===== config.mk =====
export PLATFORM = sky130hd
export DESIGN_NAME = sipo_word_collector
export DESIGN_NICKNAME = d
export VERILOG_FILES = /design/src/rtl/sipo_word_collector.sv
export SDC_FILE = /design/constraint.sdc
export NUM_CORES = 1
export LEC_CHECK = 0
export BUFFER_PORTS_ARGS = -buffer_cell sky130_fd_sc_hd__buf_2
export CAP_MARGIN = 20
export CELL_PAD_IN_SITES_DETAIL_PLACEMENT = 0
export CELL_PAD_IN_SITES_GLOBAL_PLACEMENT = 2
export CORE_MARGIN = 5
export CORE_UTILIZATION = 33
export DETAILED_ROUTE_END_ITERATION = 8
export GPL_TIMING_DRIVEN = 0
export PLACE_DENSITY_LB_ADDON = 0.1
export SKIP_LAST_GASP = 1
export SYNTH_ARGS = -nofsm -noshare
export SYNTH_HDL_FRONTEND = slang
export SYNTH_SLANG_ARGS = --single-unit

===== constraint.sdc =====
create_clock -name clk -period 4.4 [get_ports clk]
set_clock_uncertainty 0.15 [all_clocks]
set_input_delay 0.44 -clock clk [delete_from_list [all_inputs] [get_ports clk]]
set_output_delay 0.44 -clock clk [all_outputs]
set_load 0.01 [all_outputs]

===== src/rtl/sipo_word_collector.sv =====
// Serial-to-parallel word framer: sync-aligned bit collection into WIDTH-bit
// words, with a one-entry valid/ready output buffer and a sticky overrun flag.
module sipo_word_collector #(
    parameter int WIDTH     = 4,
    parameter bit MSB_FIRST = 1'b1
) (
    input  logic             clk,
    input  logic             rst_n,
    input  logic             sync,
    input  logic             din,
    input  logic             din_valid,
    input  logic             out_ready,
    input  logic             clr_ovr,
    output logic [WIDTH-1:0] word,
    output logic             word_valid,
    output logic             overrun,
    output logic             busy
);

    localparam int CW = (WIDTH > 2) ? $clog2(WIDTH) : 1;

    typedef enum logic {IDLE, COLLECT} state_t;

    state_t           state;
    logic [CW-1:0]    cnt;
    logic [WIDTH-1:0] sh;
    logic [WIDTH-1:0] base;
    logic [WIDTH-1:0] shifted;
    logic             complete;
    logic             xfer;

    // A sync starts from an empty register so stale partial bits never leak
    // into the new word.
    always_comb begin
        base    = sync ? '0 : sh;
        shifted = '0;
        if (MSB_FIRST)
            shifted = {base[WIDTH-2:0], din};
        else
            shifted = {din, base[WIDTH-1:1]};
    end

    assign complete = (state == COLLECT) && din_valid && !sync &&
                      (cnt == CW'(WIDTH - 1));
    assign xfer     = word_valid && out_ready;

    always_ff @(posedge clk or negedge rst_n) begin
        if (!rst_n) begin
            state      <= IDLE;
            busy       <= 1'b0;
            cnt        <= '0;
            sh         <= '0;
            word       <= '0;
            word_valid <= 1'b0;
            overrun    <= 1'b0;
        end else begin
            if (sync) begin
                state <= COLLECT;
                busy  <= 1'b1;
                sh    <= din_valid ? shifted : '0;
                cnt   <= din_valid ? CW'(1) : '0;
            end else if (state == COLLECT && din_valid) begin
                sh  <= shifted;
                cnt <= complete ? '0 : cnt + 1'b1;
            end

            if (complete && (!word_valid || xfer)) begin
                word       <= shifted;
                word_valid <= 1'b1;
            end else if (xfer) begin
                word_valid <= 1'b0;
            end

            // A drop on the same edge as clr_ovr still leaves the flag set.
            if (complete && word_valid && !out_ready)
                overrun <= 1'b1;
            else if (clr_ovr)
                overrun <= 1'b0;
        end
    end

endmodule


==> results of run 1 <==
cell type report:
| class | instances | area (um^2) | share of cell area, % |
|---|---|---|---|
| inverters | 1 | 3.75 | 0.574 |
| multi-input cells | 29 | 219 | 33.5 |
| clock buffers | 4 | 36.3 | 5.54 |
| repair buffers | 14 | 75.1 | 11.5 |
| flip-flops and latches | 12 | 300 | 45.9 |
| well taps | 16 | 20.0 | 3.06 |
synth_stat cells (all sizes together):
master,number,area (um^2)
inv,1,3.75
nand2b,1,6.26
and2b,3,22.5
or2,1,6.26
o22ai,1,6.26
nand2,6,22.5
nor2b,1,13.8
dfrtp,12,300
a21oi,3,15.0
mux2,4,45.0
o21ai,1,5.00
nand3,3,15.0
nand4b,1,23.8
nor3b,1,7.51
a32o,1,10.0
ha,1,12.5
nand3b,1,7.51
metrics by stage:
step	utilization [%]	area (um^2)	total power, uW	cells	setup WS [ps]
global route	43.4	654	255	76	2750
detailed placement	40.4	608	156	71	2790
global placement	40.4	608	153	71	2820
finish	43.4	654	240	76	2830
floorplan	-	523	140	42	2960
CTS	43.4	654	246	76	2830
kinds of logic (layout without fill, tap and decap cells):
kind of cell / count (synthesis) / in the layout / synth area share (%)
AOI/OAI and AO/OA: 6 / 6 / 6.94
adders and majority gates: 1 / 1 / 2.39
buffers and inverters: 1 / 19 / 0.717
DFF: 12 / 12 / 57.4
muxes: 4 / 4 / 8.61
and+or+nand+nor: 18 / 18 / 23.9
state kept, by name (all words and copies together), names as in the netlist:
signal	cells
word	4
sh	3
cnt	2
overrun	1
state	1
word_valid	1
layout by cell type (no fill, tap or decap):
| master | instances |
|---|---|
| sky130_fd_sc_hd__o22ai_1 | 1 |
| sky130_fd_sc_hd__nand2b_1 | 1 |
| sky130_fd_sc_hd__buf_2 | 13 |
| sky130_fd_sc_hd__a32o_1 | 1 |
| sky130_fd_sc_hd__nand2_1 | 6 |
| sky130_fd_sc_hd__o21ai_0 | 1 |
| sky130_fd_sc_hd__nand4b_4 | 1 |
| sky130_fd_sc_hd__dfrtp_1 | 12 |
| sky130_fd_sc_hd__nor3b_1 | 1 |
| sky130_fd_sc_hd__nor2b_4 | 1 |
| sky130_fd_sc_hd__dlygate4sd3_1 | 1 |
| sky130_fd_sc_hd__mux2_2 | 4 |
| sky130_fd_sc_hd__inv_1 | 1 |
| sky130_fd_sc_hd__a21oi_1 | 3 |
| sky130_fd_sc_hd__ha_1 | 1 |
| sky130_fd_sc_hd__nand3b_1 | 1 |
| sky130_fd_sc_hd__and2b_1 | 3 |
| sky130_fd_sc_hd__or2_2 | 1 |
| sky130_fd_sc_hd__clkbuf_4 | 3 |
| sky130_fd_sc_hd__clkbuf_8 | 1 |
| sky130_fd_sc_hd__nand3_1 | 3 |
metal layers:
| metal | track usage [%] | vias up | routed length [um] |
|---|---|---|---|
| li1 | - | 185 | - |
| met4 | 6.55 | 0 | 8 |
| met2 | 14.8 | 12 | 521 |
| met1 | 9.87 | 202 | 424 |
| met5 | 0 | - | 0 |
| met3 | 4.22 | 2 | 72 |
path summary, 6_finish.rpt:
kind | startpoint | endpoint | cells past startpoint
min reg2reg | word[1] | word[1] | 1
max in group asynchronous | rst_n | overrun | 2
max reg2reg | cnt[0] | word[0] | 4
min | clr_ovr | overrun | 2
max | state | busy | 1
min in group asynchronous | rst_n | cnt[0] | 2
timing repair:
action | 4_1_cts | 5_1_grt
hold buffers | 1 | 0
buffers inserted | 0 | 0
hold endpoints to repair | 12 | 0
setup endpoints to repair | 0 | 0
where the power goes:
part | leakage [uW] | total (uW) | switching (uW) | internal [uW]
clock | 0.0000210 | 86.8 | 36.6 | 50.3
combinational | 0.000162 | 30.5 | 15.6 | 14.9
sequential | 0.000156 | 123 | 4.63 | 118
total | 0.000340 | 240 | 56.8 | 184
==> run_summary.xml, run 1 <==
<?xml version="1.0" encoding="UTF-8"?>
<metrics>
  <group name="status">
    <metric name="run_status" unit="">completed</metric>
  </group>
  <group name="layout">
    <metric name="final_net_count" unit="">69</metric>
    <metric name="fraction_of_final_layout_cells_sized_beyond_drive_strength_1" unit="%">40.0</metric>
    <metric name="syn2layout_area_growth" unit="%">25.1</metric>
    <metric name="num_antenna_cells" unit="">0</metric>
    <metric name="fillerInstances" unit="">151</metric>
  </group>
  <group name="cts">
    <metric name="number_of_buffers_on_the_longest_clock_path" unit="">2</metric>
    <metric name="clkSinkCount" unit="">12</metric>
    <metric name="h-tree-depth" unit="">1</metric>
    <metric name="tritoncts_clock_tree" unit="">done</metric>
    <metric name="cts.clk_slew.worst_paths" unit="ps">80</metric>
    <metric name="cts_buffers" unit="">3</metric>
    <metric name="clockRootBuffer" unit="">sky130_fd_sc_hd__clkbuf_4</metric>
    <metric name="clock_insertion_delay_worst_skew" unit="ps">270</metric>
    <metric name="cts.repair.resized" unit="">0</metric>
  </group>
  <group name="timing">
    <metric name="finalMaxSlewViolations" unit="">0</metric>
    <metric name="whs" unit="ps">208</metric>
    <metric name="rsz_0062_raised_after_global_routing" unit="">no</metric>
    <metric name="finalCritPeriodShare" unit="%">35.6</metric>
    <metric name="final_setup_fails" unit="">0</metric>
    <metric name="max_freq" unit="GHz">0.638</metric>
    <metric name="finalCriticalPeriod" unit="ps">1570</metric>
    <metric name="max_slew_margin" unit="%">80.6</metric>
    <metric name="hold_viol_final" unit="">0</metric>
    <metric name="fin_tns_setup" unit="ps">0</metric>
    <metric name="timing_worst_slew_pin_value" unit="ps">292</metric>
  </group>
  <group name="synthesis">
    <metric name="syn-cell-area" unit="um^2">523</metric>
    <metric name="yosysWarnings" unit="">0</metric>
    <metric name="synth_area_per_cell" unit="um^2">12.5</metric>
    <metric name="synth_sequential_area_ratio" unit="%">57.4</metric>
    <metric name="synth_register_bits" unit="">12</metric>
    <metric name="syn_inst" unit="">42</metric>
    <metric name="synth_cell_type_count" unit="">17</metric>
    <metric name="net_count_of_the_mapped_netlist" unit="">50</metric>
  </group>
  <group name="setup_path">
    <metric name="capturing_element_type_of_the_critical_path" unit="">output port</metric>
    <metric name="crit_path_max_fanout" unit="">8</metric>
    <metric name="setup.worst_path.start_class" unit="">flip-flop</metric>
    <metric name="critical_path_class" unit="">reg -&gt; out</metric>
    <metric name="worst-endpoint-arrival" unit="ps">980</metric>
    <metric name="timing.critical_path.slowest_cell_delay" unit="ps">510</metric>
    <metric name="cp_num_buf_inv" unit="">1</metric>
    <metric name="path_delay_family" unit="">flip-flops</metric>
    <metric name="critical_path.slowest_cell" unit="">sky130_fd_sc_hd__dfrtp_1</metric>
    <metric name="required" unit="ps">3810</metric>
    <metric name="reg2reg_setup_slack" unit="ps">2860</metric>
    <metric name="crit_path_cell_trace" unit="">buf_2</metric>
  </group>
  <group name="power_and_ir_drop">
    <metric name="vdd_ir_drop_max" unit="uV">141</metric>
    <metric name="p_leak" unit="uW">0.000340</metric>
    <metric name="power.density" unit="nW/um^2">367</metric>
  </group>
  <group name="min_path">
    <metric name="hold_class" unit="">in -&gt; reg</metric>
  </group>
  <group name="routing">
    <metric name="dr_total_vias" unit="">401</metric>
    <metric name="routed_wl" unit="um">1030</metric>
    <metric name="remaining_drc_errors" unit="">0</metric>
    <metric name="first_pass_iters" unit="">4</metric>
    <metric name="avgViaCountPerCell" unit="">5.28</metric>
    <metric name="route.detailed.wl_per_inst" unit="um">13.5</metric>
    <metric name="ant_nets" unit="">0</metric>
    <metric name="number_of_drc_markers_in_iteration_0" unit="">12</metric>
  </group>
  <group name="grt">
    <metric name="grt_pass1_vias" unit="">416</metric>
    <metric name="grt_first_pass_wirelength" unit="um">1730</metric>
    <metric name="grt_max_degree" unit="">13</metric>
    <metric name="antenna_violations_before_repair" unit="">0</metric>
    <metric name="grt_remaining_overflow" unit="">0</metric>
    <metric name="grt_util_all_layers" unit="%">9.43</metric>
  </group>
  <group name="floorplanning">
    <metric name="io_pins" unit="">14</metric>
    <metric name="chipHeight" unit="um">49.8</metric>
    <metric name="fp-row-count" unit="">14</metric>
    <metric name="die_area" unit="um^2">2480</metric>
    <metric name="starting_utilization_of_the_core_area" unit="%">34.7</metric>
    <metric name="floorplan.die.width" unit="um">49.8</metric>
    <metric name="core-area" unit="um^2">1510</metric>
  </group>
  <group name="place">
    <metric name="finalWeightedCongestion" unit="">0.696</metric>
    <metric name="numPortBuffers" unit="">13</metric>
  </group>
  <group name="run">
    <metric name="drv_cap" unit="">0</metric>
  </group>
</metrics>
Note: power is estimated with default switching activity, not from simulation.
==> run 2, diff against run 1 <==
--- a/config.mk
+++ b/config.mk
@@ -10,7 +10,7 @@
 export CELL_PAD_IN_SITES_DETAIL_PLACEMENT = 0
 export CELL_PAD_IN_SITES_GLOBAL_PLACEMENT = 2
 export CORE_MARGIN = 5
-export CORE_UTILIZATION = 33
+export CORE_UTILIZATION = 28
 export DETAILED_ROUTE_END_ITERATION = 8
 export GPL_TIMING_DRIVEN = 0
 export PLACE_DENSITY_LB_ADDON = 0.1
==> constraint.sdc (replaced) <==
create_clock -name clk -period 1.3 [get_ports clk]
set_clock_uncertainty 0.15 [all_clocks]
set_input_delay 0.13 -clock clk [delete_from_list [all_inputs] [get_ports clk]]
set_output_delay 0.13 -clock clk [all_outputs]
set_load 0.01 [all_outputs]
==> run 2 against run 1 <==
Net effect: the run now ends with setup timing left; critical path depth is 3 higher; count of clock-buffer cells in the layout stayed put; total power rose to 3.5 times the previous value; die area is 14% higher; critical endpoint is now word[3]; register-to-register slack got worse by 3000 ps; flip-flop and latch count unchanged; worst setup slack got worse by 3000 ps; sequential power rose to 3.4 times the previous value; critical path type is now reg -> reg; sequential share of layout area decreased by 6.3 points; largest power group unchanged.
==> run_summary.xml, run 2 (synthesis gave the netlist of run 1 again) <==
<?xml version="1.0" encoding="UTF-8"?>
<metrics>
  <group name="power_and_ir_drop">
    <metric name="power_switching" unit="uW">189</metric>
    <metric name="power_frac_seq" unit="%">50.1</metric>
    <metric name="clock_power_share" unit="%">34.0</metric>
    <metric name="p_int" unit="uW">645</metric>
    <metric name="combinationalPowerShare" unit="%">16.0</metric>
    <metric name="netSwitchingFraction" unit="%">22.6</metric>
    <metric name="design_power_total" unit="uW">834</metric>
    <metric name="vdd_ir_drop_max" unit="uV">401</metric>
    <metric name="power.density" unit="nW/um^2">1090</metric>
    <metric name="p_leak" unit="uW">0.000384</metric>
  </group>
  <group name="cts">
    <metric name="cts.clk_slew.worst_paths" unit="ps">70</metric>
    <metric name="h-tree-depth" unit="">1</metric>
    <metric name="number_of_buffers_on_the_longest_clock_path" unit="">2</metric>
    <metric name="clockRootBuffer" unit="">sky130_fd_sc_hd__clkbuf_4</metric>
    <metric name="cts_buffers" unit="">3</metric>
    <metric name="clkSinkCount" unit="">12</metric>
    <metric name="clock_insertion_delay_worst_skew" unit="ps">260</metric>
    <metric name="tritoncts_clock_tree" unit="">done</metric>
  </group>
  <group name="layout">
    <metric name="fillerInstances" unit="">183</metric>
    <metric name="mostFrequentLayoutCell" unit="">sky130_fd_sc_hd__buf_2</metric>
    <metric name="multiInputGateArea" unit="um^2">239</metric>
    <metric name="leading_registers_by_flop_count" unit="">word x4, sh x3, cnt x2</metric>
    <metric name="regArea" unit="um^2">302</metric>
    <metric name="layout_common_cells" unit="">sky130_fd_sc_hd__buf_2, sky130_fd_sc_hd__dfrtp_1, sky130_fd_sc_hd__nand2_1, sky130_fd_sc_hd__buf_4</metric>
    <metric name="syn2layout_area_growth" unit="%">45.7</metric>
    <metric name="final_net_count" unit="">78</metric>
    <metric name="largest_reg_flops" unit="">4</metric>
    <metric name="max_flop_register" unit="">word</metric>
    <metric name="fraction_of_final_layout_cells_sized_beyond_drive_strength_1" unit="%">47.8</metric>
    <metric name="final_cell_count_no_fill" unit="">94</metric>
    <metric name="num_antenna_cells" unit="">0</metric>
  </group>
  <group name="routing">
    <metric name="avgViaCountPerCell" unit="">4.32</metric>
    <metric name="route.detailed.wl_per_inst" unit="um">12.2</metric>
    <metric name="dr_total_vias" unit="">406</metric>
    <metric name="ant_nets" unit="">0</metric>
    <metric name="first_pass_iters" unit="">3</metric>
    <metric name="number_of_drc_markers_in_iteration_0" unit="">1</metric>
    <metric name="dr_wl_met2" unit="um">557</metric>
    <metric name="remaining_drc_errors" unit="">0</metric>
    <metric name="top_signal_layer_used" unit="">met3</metric>
    <metric name="routed_wl" unit="um">1150</metric>
    <metric name="routedLengthMet1" unit="um">515</metric>
    <metric name="length_of_routed_met3_wiring" unit="um">74</metric>
  </group>
  <group name="setup_path">
    <metric name="critical_path_class" unit="">reg -&gt; reg</metric>
    <metric name="capturing_element_type_of_the_critical_path" unit="">flip-flop</metric>
    <metric name="setup.worst_path.start_class" unit="">flip-flop</metric>
    <metric name="crit_path_max_fanout" unit="">4</metric>
    <metric name="worst-endpoint-arrival" unit="ps">1440</metric>
    <metric name="required" unit="ps">1300</metric>
  </group>
  <group name="timing">
    <metric name="rsz_0062_raised_after_global_routing" unit="">yes</metric>
    <metric name="finalMaxSlewViolations" unit="">0</metric>
    <metric name="fin_tns_setup" unit="ps">-569</metric>
    <metric name="timing_worst_slew_pin_value" unit="ps">270</metric>
    <metric name="finalCritPeriodShare" unit="%">111</metric>
    <metric name="final_setup_fails" unit="">4</metric>
    <metric name="hold_viol_final" unit="">0</metric>
    <metric name="finalCriticalPeriod" unit="ps">1450</metric>
    <metric name="post-route-worst-setup-slack" unit="ps">-145</metric>
    <metric name="max_freq" unit="GHz">0.692</metric>
    <metric name="max_slew_margin" unit="%">82.0</metric>
  </group>
  <group name="floorplanning">
    <metric name="core-area" unit="um^2">1750</metric>
    <metric name="die_area" unit="um^2">2830</metric>
    <metric name="starting_utilization_of_the_core_area" unit="%">30.0</metric>
    <metric name="fp-row-count" unit="">15</metric>
    <metric name="floorplan.die.width" unit="um">53.2</metric>
    <metric name="chipHeight" unit="um">53.2</metric>
    <metric name="io_pins" unit="">14</metric>
  </group>
  <group name="place">
    <metric name="finalWeightedCongestion" unit="">0.697</metric>
    <metric name="placed_cells" unit="">80</metric>
    <metric name="numPortBuffers" unit="">13</metric>
  </group>
  <group name="status">
    <metric name="violations" unit="">setup timing</metric>
    <metric name="run_status" unit="">complete, but fails checks</metric>
  </group>
  <group name="grt">
    <metric name="grt_pass1_vias" unit="">413</metric>
    <metric name="grt_first_pass_wirelength" unit="um">1820</metric>
    <metric name="grt_remaining_overflow" unit="">0</metric>
    <metric name="grt_util_all_layers" unit="%">9.31</metric>
    <metric name="antenna_violations_before_repair" unit="">0</metric>
    <metric name="grt_max_degree" unit="">13</metric>
  </group>
  <group name="run">
    <metric name="drv_cap" unit="">0</metric>
  </group>
  <group name="min_path">
    <metric name="hold_class" unit="">in -&gt; reg</metric>
  </group>
</metrics>
## run 2: path summary, 6_finish.rpt
path / from / endpoint / slack [ps] / depth (start not counted)
worst max-delay path: cnt[0] / word[3] / -150 / 4
worst min-delay path: out_ready / word_valid / 20 / 3
worst max register to register: cnt[0] / word[3] / -150 / 4
worst min register to register: word[0] / word[0] / 360 / 1
max in group asynchronous: rst_n / state / 650 / 2
min in group asynchronous: rst_n / word_valid / 120 / 2
## run 2: power by group through the flow
stage               clock network [uW]  logic [uW]  registers [uW]
global placement                     0        97.2             421
global route                       318         150             422
detailed placement                   0         102             424
CTS                                307         121             415
floorplan                            0        44.6             430
finish                             283         133             417
## run 2: worst max-delay path, stage by stage (launching register included)
cell and delay (ps):
sky130_fd_sc_hd__dfrtp_1 400, sky130_fd_sc_hd__ha_4 160, sky130_fd_sc_hd__nand4b_4 110, sky130_fd_sc_hd__nor2b_4 170, sky130_fd_sc_hd__mux2_2 350
## run 2: final cells by class
cell class	instances	area share, %
Sequential cell	12	39.6
Inverter	1	0.493
Multi-Input combinational cell	29	31.4
Clock buffer	4	4.76
Tap cell	25	4.11
Timing Repair Buffer	23	19.7
## run 2: layer usage
layer	global-route usage, %	vias up
met1	11.1	194
li1	-	200
met4	6.38	0
met2	14.3	12
met5	0	-
met3	2.54	0
## run 2: stage by stage
stage / util (%) / hold slack (ps) / worst slack [ps] / instance area [um^2]
6_report: 43.7 / 24.7 / -145 / 762
5_1_grt: 43.7 / 28.7 / -199 / 762
4_1_cts: 41.8 / 8.44 / -168 / 729
3_5_place_dp: 35.6 / -128 / -193 / 622
3_3_place_gp: 35.6 / -139 / -164 / 622
2_1_floorplan: - / -316 / -123 / 526
## run 2: timing repair
| item | CTS | global route |
|---|---|---|
| endpoints found under the setup margin | 5 | 6 |
| resized for setup | 1 | 3 |
| hold buffers | 4 | 0 |
| pin swaps | 1 | 0 |
| hold endpoints to repair | 17 | 0 |
| buffers inserted | 4 | 2 |
==> run 3, diff against run 2 <==
--- a/config.mk
+++ b/config.mk
@@ -14,6 +14,7 @@
 export DETAILED_ROUTE_END_ITERATION = 8
 export GPL_TIMING_DRIVEN = 0
 export PLACE_DENSITY_LB_ADDON = 0.1
+export REMOVE_ABC_BUFFERS = 1
 export SKIP_LAST_GASP = 1
 export SYNTH_ARGS = -nofsm -noshare
 export SYNTH_HDL_FRONTEND = slang
==> run 3 against run 2 <==
Net effect: the flow still finishes with violations (setup timing); final area is 3.3% lower; register-to-register slack lost 20 ps; flip-flop and latch count did not move; worst setup slack lost 23 ps; clock power increased by 3%.
==> run_summary.xml, run 3 (synthesis gave the netlist of run 1 again) <==
<?xml version="1.0" encoding="UTF-8"?>
<metrics>
  <group name="status">
    <metric name="run_status" unit="">complete, but fails checks</metric>
    <metric name="violations" unit="">setup timing</metric>
  </group>
  <group name="floorplanning">
    <metric name="starting_utilization_of_the_core_area" unit="%">30.0</metric>
    <metric name="fp-row-count" unit="">15</metric>
    <metric name="io_pins" unit="">14</metric>
    <metric name="die_area" unit="um^2">2830</metric>
    <metric name="chipHeight" unit="um">53.2</metric>
    <metric name="core-area" unit="um^2">1750</metric>
    <metric name="floorplan.die.width" unit="um">53.2</metric>
  </group>
  <group name="setup_path">
    <metric name="reg2reg_setup_slack" unit="ps">-170</metric>
    <metric name="timing.critical_path.slowest_cell_delay" unit="ps">360</metric>
    <metric name="rr_endpoint" unit="">word[2]</metric>
    <metric name="worst-endpoint-arrival" unit="ps">1480</metric>
    <metric name="timing.rr.start" unit="">cnt[1]</metric>
    <metric name="cp_num_cells" unit="">4</metric>
    <metric name="required" unit="ps">1310</metric>
    <metric name="critPathCapture" unit="">word[2]</metric>
    <metric name="worst_r2r_path_depth" unit="">4</metric>
    <metric name="setup.worst_path.start_class" unit="">flip-flop</metric>
    <metric name="capturing_element_type_of_the_critical_path" unit="">flip-flop</metric>
    <metric name="cp_num_buf_inv" unit="">0</metric>
    <metric name="critical_path.slowest_cell" unit="">sky130_fd_sc_hd__dfrtp_1</metric>
    <metric name="critical_path_class" unit="">reg -&gt; reg</metric>
    <metric name="launching_element_of_the_worst_setup_path" unit="">cnt[1]</metric>
    <metric name="crit_path_cell_trace" unit="">ha_2 -&gt; nand4b_4 -&gt; nor2b_4 -&gt; mux2_4</metric>
    <metric name="path_delay_family" unit="">flip-flops</metric>
    <metric name="crit_path_max_fanout" unit="">4</metric>
  </group>
  <group name="place">
    <metric name="finalWeightedCongestion" unit="">0.673</metric>
    <metric name="dpl_cell_area" unit="um^2">619</metric>
    <metric name="numPortBuffers" unit="">13</metric>
    <metric name="placed_cells" unit="">80</metric>
    <metric name="dp.final_hpwl" unit="um">820</metric>
  </group>
  <group name="timing">
    <metric name="post-route-worst-setup-slack" unit="ps">-168</metric>
    <metric name="max_freq" unit="GHz">0.681</metric>
    <metric name="finalMaxSlewViolations" unit="">0</metric>
    <metric name="max_slew_margin" unit="%">82.3</metric>
    <metric name="rsz_0062_raised_after_global_routing" unit="">yes</metric>
    <metric name="finalCriticalPeriod" unit="ps">1470</metric>
    <metric name="finalCritPeriodShare" unit="%">113</metric>
    <metric name="fin_tns_setup" unit="ps">-660</metric>
    <metric name="timing_worst_slew_pin_value" unit="ps">266</metric>
    <metric name="hold_viol_final" unit="">0</metric>
    <metric name="final_setup_fails" unit="">4</metric>
  </group>
  <group name="layout">
    <metric name="syn2layout_area_growth" unit="%">40.9</metric>
    <metric name="num_antenna_cells" unit="">0</metric>
    <metric name="mostFrequentLayoutCell" unit="">sky130_fd_sc_hd__buf_2</metric>
    <metric name="fin_util" unit="%">42.2</metric>
    <metric name="fin_area" unit="um^2">737</metric>
    <metric name="largest_reg_flops" unit="">4</metric>
    <metric name="fillerInstances" unit="">168</metric>
    <metric name="max_flop_register" unit="">word</metric>
    <metric name="layout_common_cells" unit="">sky130_fd_sc_hd__buf_2, sky130_fd_sc_hd__dfrtp_1, sky130_fd_sc_hd__nand2_1</metric>
    <metric name="final_cell_count_no_fill" unit="">91</metric>
    <metric name="leading_registers_by_flop_count" unit="">word x4, sh x3, cnt x2</metric>
    <metric name="final_net_count" unit="">75</metric>
    <metric name="fraction_of_final_layout_cells_sized_beyond_drive_strength_1" unit="%">43.9</metric>
  </group>
  <group name="grt">
    <metric name="antenna_violations_before_repair" unit="">0</metric>
    <metric name="grt_util_all_layers" unit="%">8.80</metric>
    <metric name="grt_first_pass_wirelength" unit="um">1640</metric>
    <metric name="grt_remaining_overflow" unit="">0</metric>
    <metric name="grt_max_degree" unit="">13</metric>
    <metric name="grt_pass1_vias" unit="">376</metric>
  </group>
  <group name="power_and_ir_drop">
    <metric name="combinationalPowerShare" unit="%">15.3</metric>
    <metric name="p_leak" unit="uW">0.000369</metric>
    <metric name="design_power_total" unit="uW">835</metric>
    <metric name="power.density" unit="nW/um^2">1130</metric>
    <metric name="netSwitchingFraction" unit="%">23.2</metric>
    <metric name="p_int" unit="uW">641</metric>
    <metric name="vdd_ir_drop_max" unit="uV">505</metric>
    <metric name="clock_power_share" unit="%">34.9</metric>
    <metric name="power_switching" unit="uW">194</metric>
    <metric name="power_frac_seq" unit="%">49.8</metric>
  </group>
  <group name="cts">
    <metric name="cts.clk_slew.worst_paths" unit="ps">70</metric>
    <metric name="clkSinkCount" unit="">12</metric>
    <metric name="cts_buffers" unit="">3</metric>
    <metric name="clockRootBuffer" unit="">sky130_fd_sc_hd__clkbuf_4</metric>
    <metric name="number_of_buffers_on_the_longest_clock_path" unit="">2</metric>
    <metric name="clock_insertion_delay_worst_skew" unit="ps">270</metric>
    <metric name="h-tree-depth" unit="">1</metric>
    <metric name="tritoncts_clock_tree" unit="">done</metric>
  </group>
  <group name="routing">
    <metric name="ant_nets" unit="">0</metric>
    <metric name="route.detailed.wl_per_inst" unit="um">12.8</metric>
    <metric name="routed_wl" unit="um">1170</metric>
    <metric name="first_pass_iters" unit="">4</metric>
    <metric name="remaining_drc_errors" unit="">0</metric>
    <metric name="dr_total_vias" unit="">409</metric>
    <metric name="avgViaCountPerCell" unit="">4.49</metric>
    <metric name="number_of_drc_markers_in_iteration_0" unit="">5</metric>
  </group>
  <group name="run">
    <metric name="drv_cap" unit="">0</metric>
  </group>
  <group name="min_path">
    <metric name="hold_class" unit="">in -&gt; reg</metric>
  </group>
</metrics>
-- run 3: changes by cell type in the layout (fill, tap and decap cells not counted), sizes merged --
cell	previous run	this run
buf	19	16
-- run 3: area by class of cell --
type | count | area (um^2) | share of cell area, %
sequential | 12 | 302 | 40.9
multi-input combinational | 29 | 236 | 32.1
timing repair buffer | 20 | 128 | 17.3
clock buffer | 4 | 36.3 | 4.92
tap | 25 | 31.3 | 4.24
inverter | 1 | 3.75 | 0.509
-- run 3: worst min-delay path by stage --
stage / start / endpoint / cells after the start / slack [ps]
finish: out_ready / word_valid / 3 / 10
global route: sync / state / 2 / 20
CTS: out_ready / word_valid / 3 / 4
detailed placement: rst_n / overrun / 1 / -130
global placement: rst_n / overrun / 1 / -140
floorplan: rst_n / cnt[0] / 0 / -320
-- run 3: what timing repair did --
action / in CTS / in global routing
gates cloned: 0 / 0
hold endpoints to repair: 18 / 0
buffers inserted: 2 / 1
pin swaps: 1 / 1
setup endpoints to repair: 5 / 5
hold buffers: 4 / 0
resized for setup: 6 / 0
-- run 3: routing by layer --
| metal | track usage (%) | routed length [um] |
|---|---|---|
| met5 | 0 | 0 |
| met4 | 6.38 | 0 |
| met3 | 3.94 | 116 |
| met2 | 13.9 | 538 |
| met1 | 9.11 | 513 |
-- run 3: worst min-delay path, delay by kind of cell --
| kind | cells | cell delay, ps |
|---|---|---|
| and+or+nand+nor | 2 | 190 |
| buffers and inverters | 1 | 70 |
-- run 3: power by group through the flow --
stage | clock network, uW | registers (uW) | logic (uW)
floorplan | 0 | 430 | 44.0
global placement | 0 | 421 | 96.7
detailed placement | 0 | 424 | 101
CTS | 305 | 416 | 128
global route | 324 | 419 | 138
finish | 292 | 415 | 128
-- run 3: metrics by stage --
| stage | worst slack, ps | hold WS [ps] |
|---|---|---|
| 6_report | -168 | 13.4 |
| 5_1_grt | -219 | 17.0 |
| 4_1_cts | -175 | 4.45 |
| 3_5_place_dp | -221 | -133 |
| 3_3_place_gp | -179 | -138 |
| 2_1_floorplan | -135 | -316 |
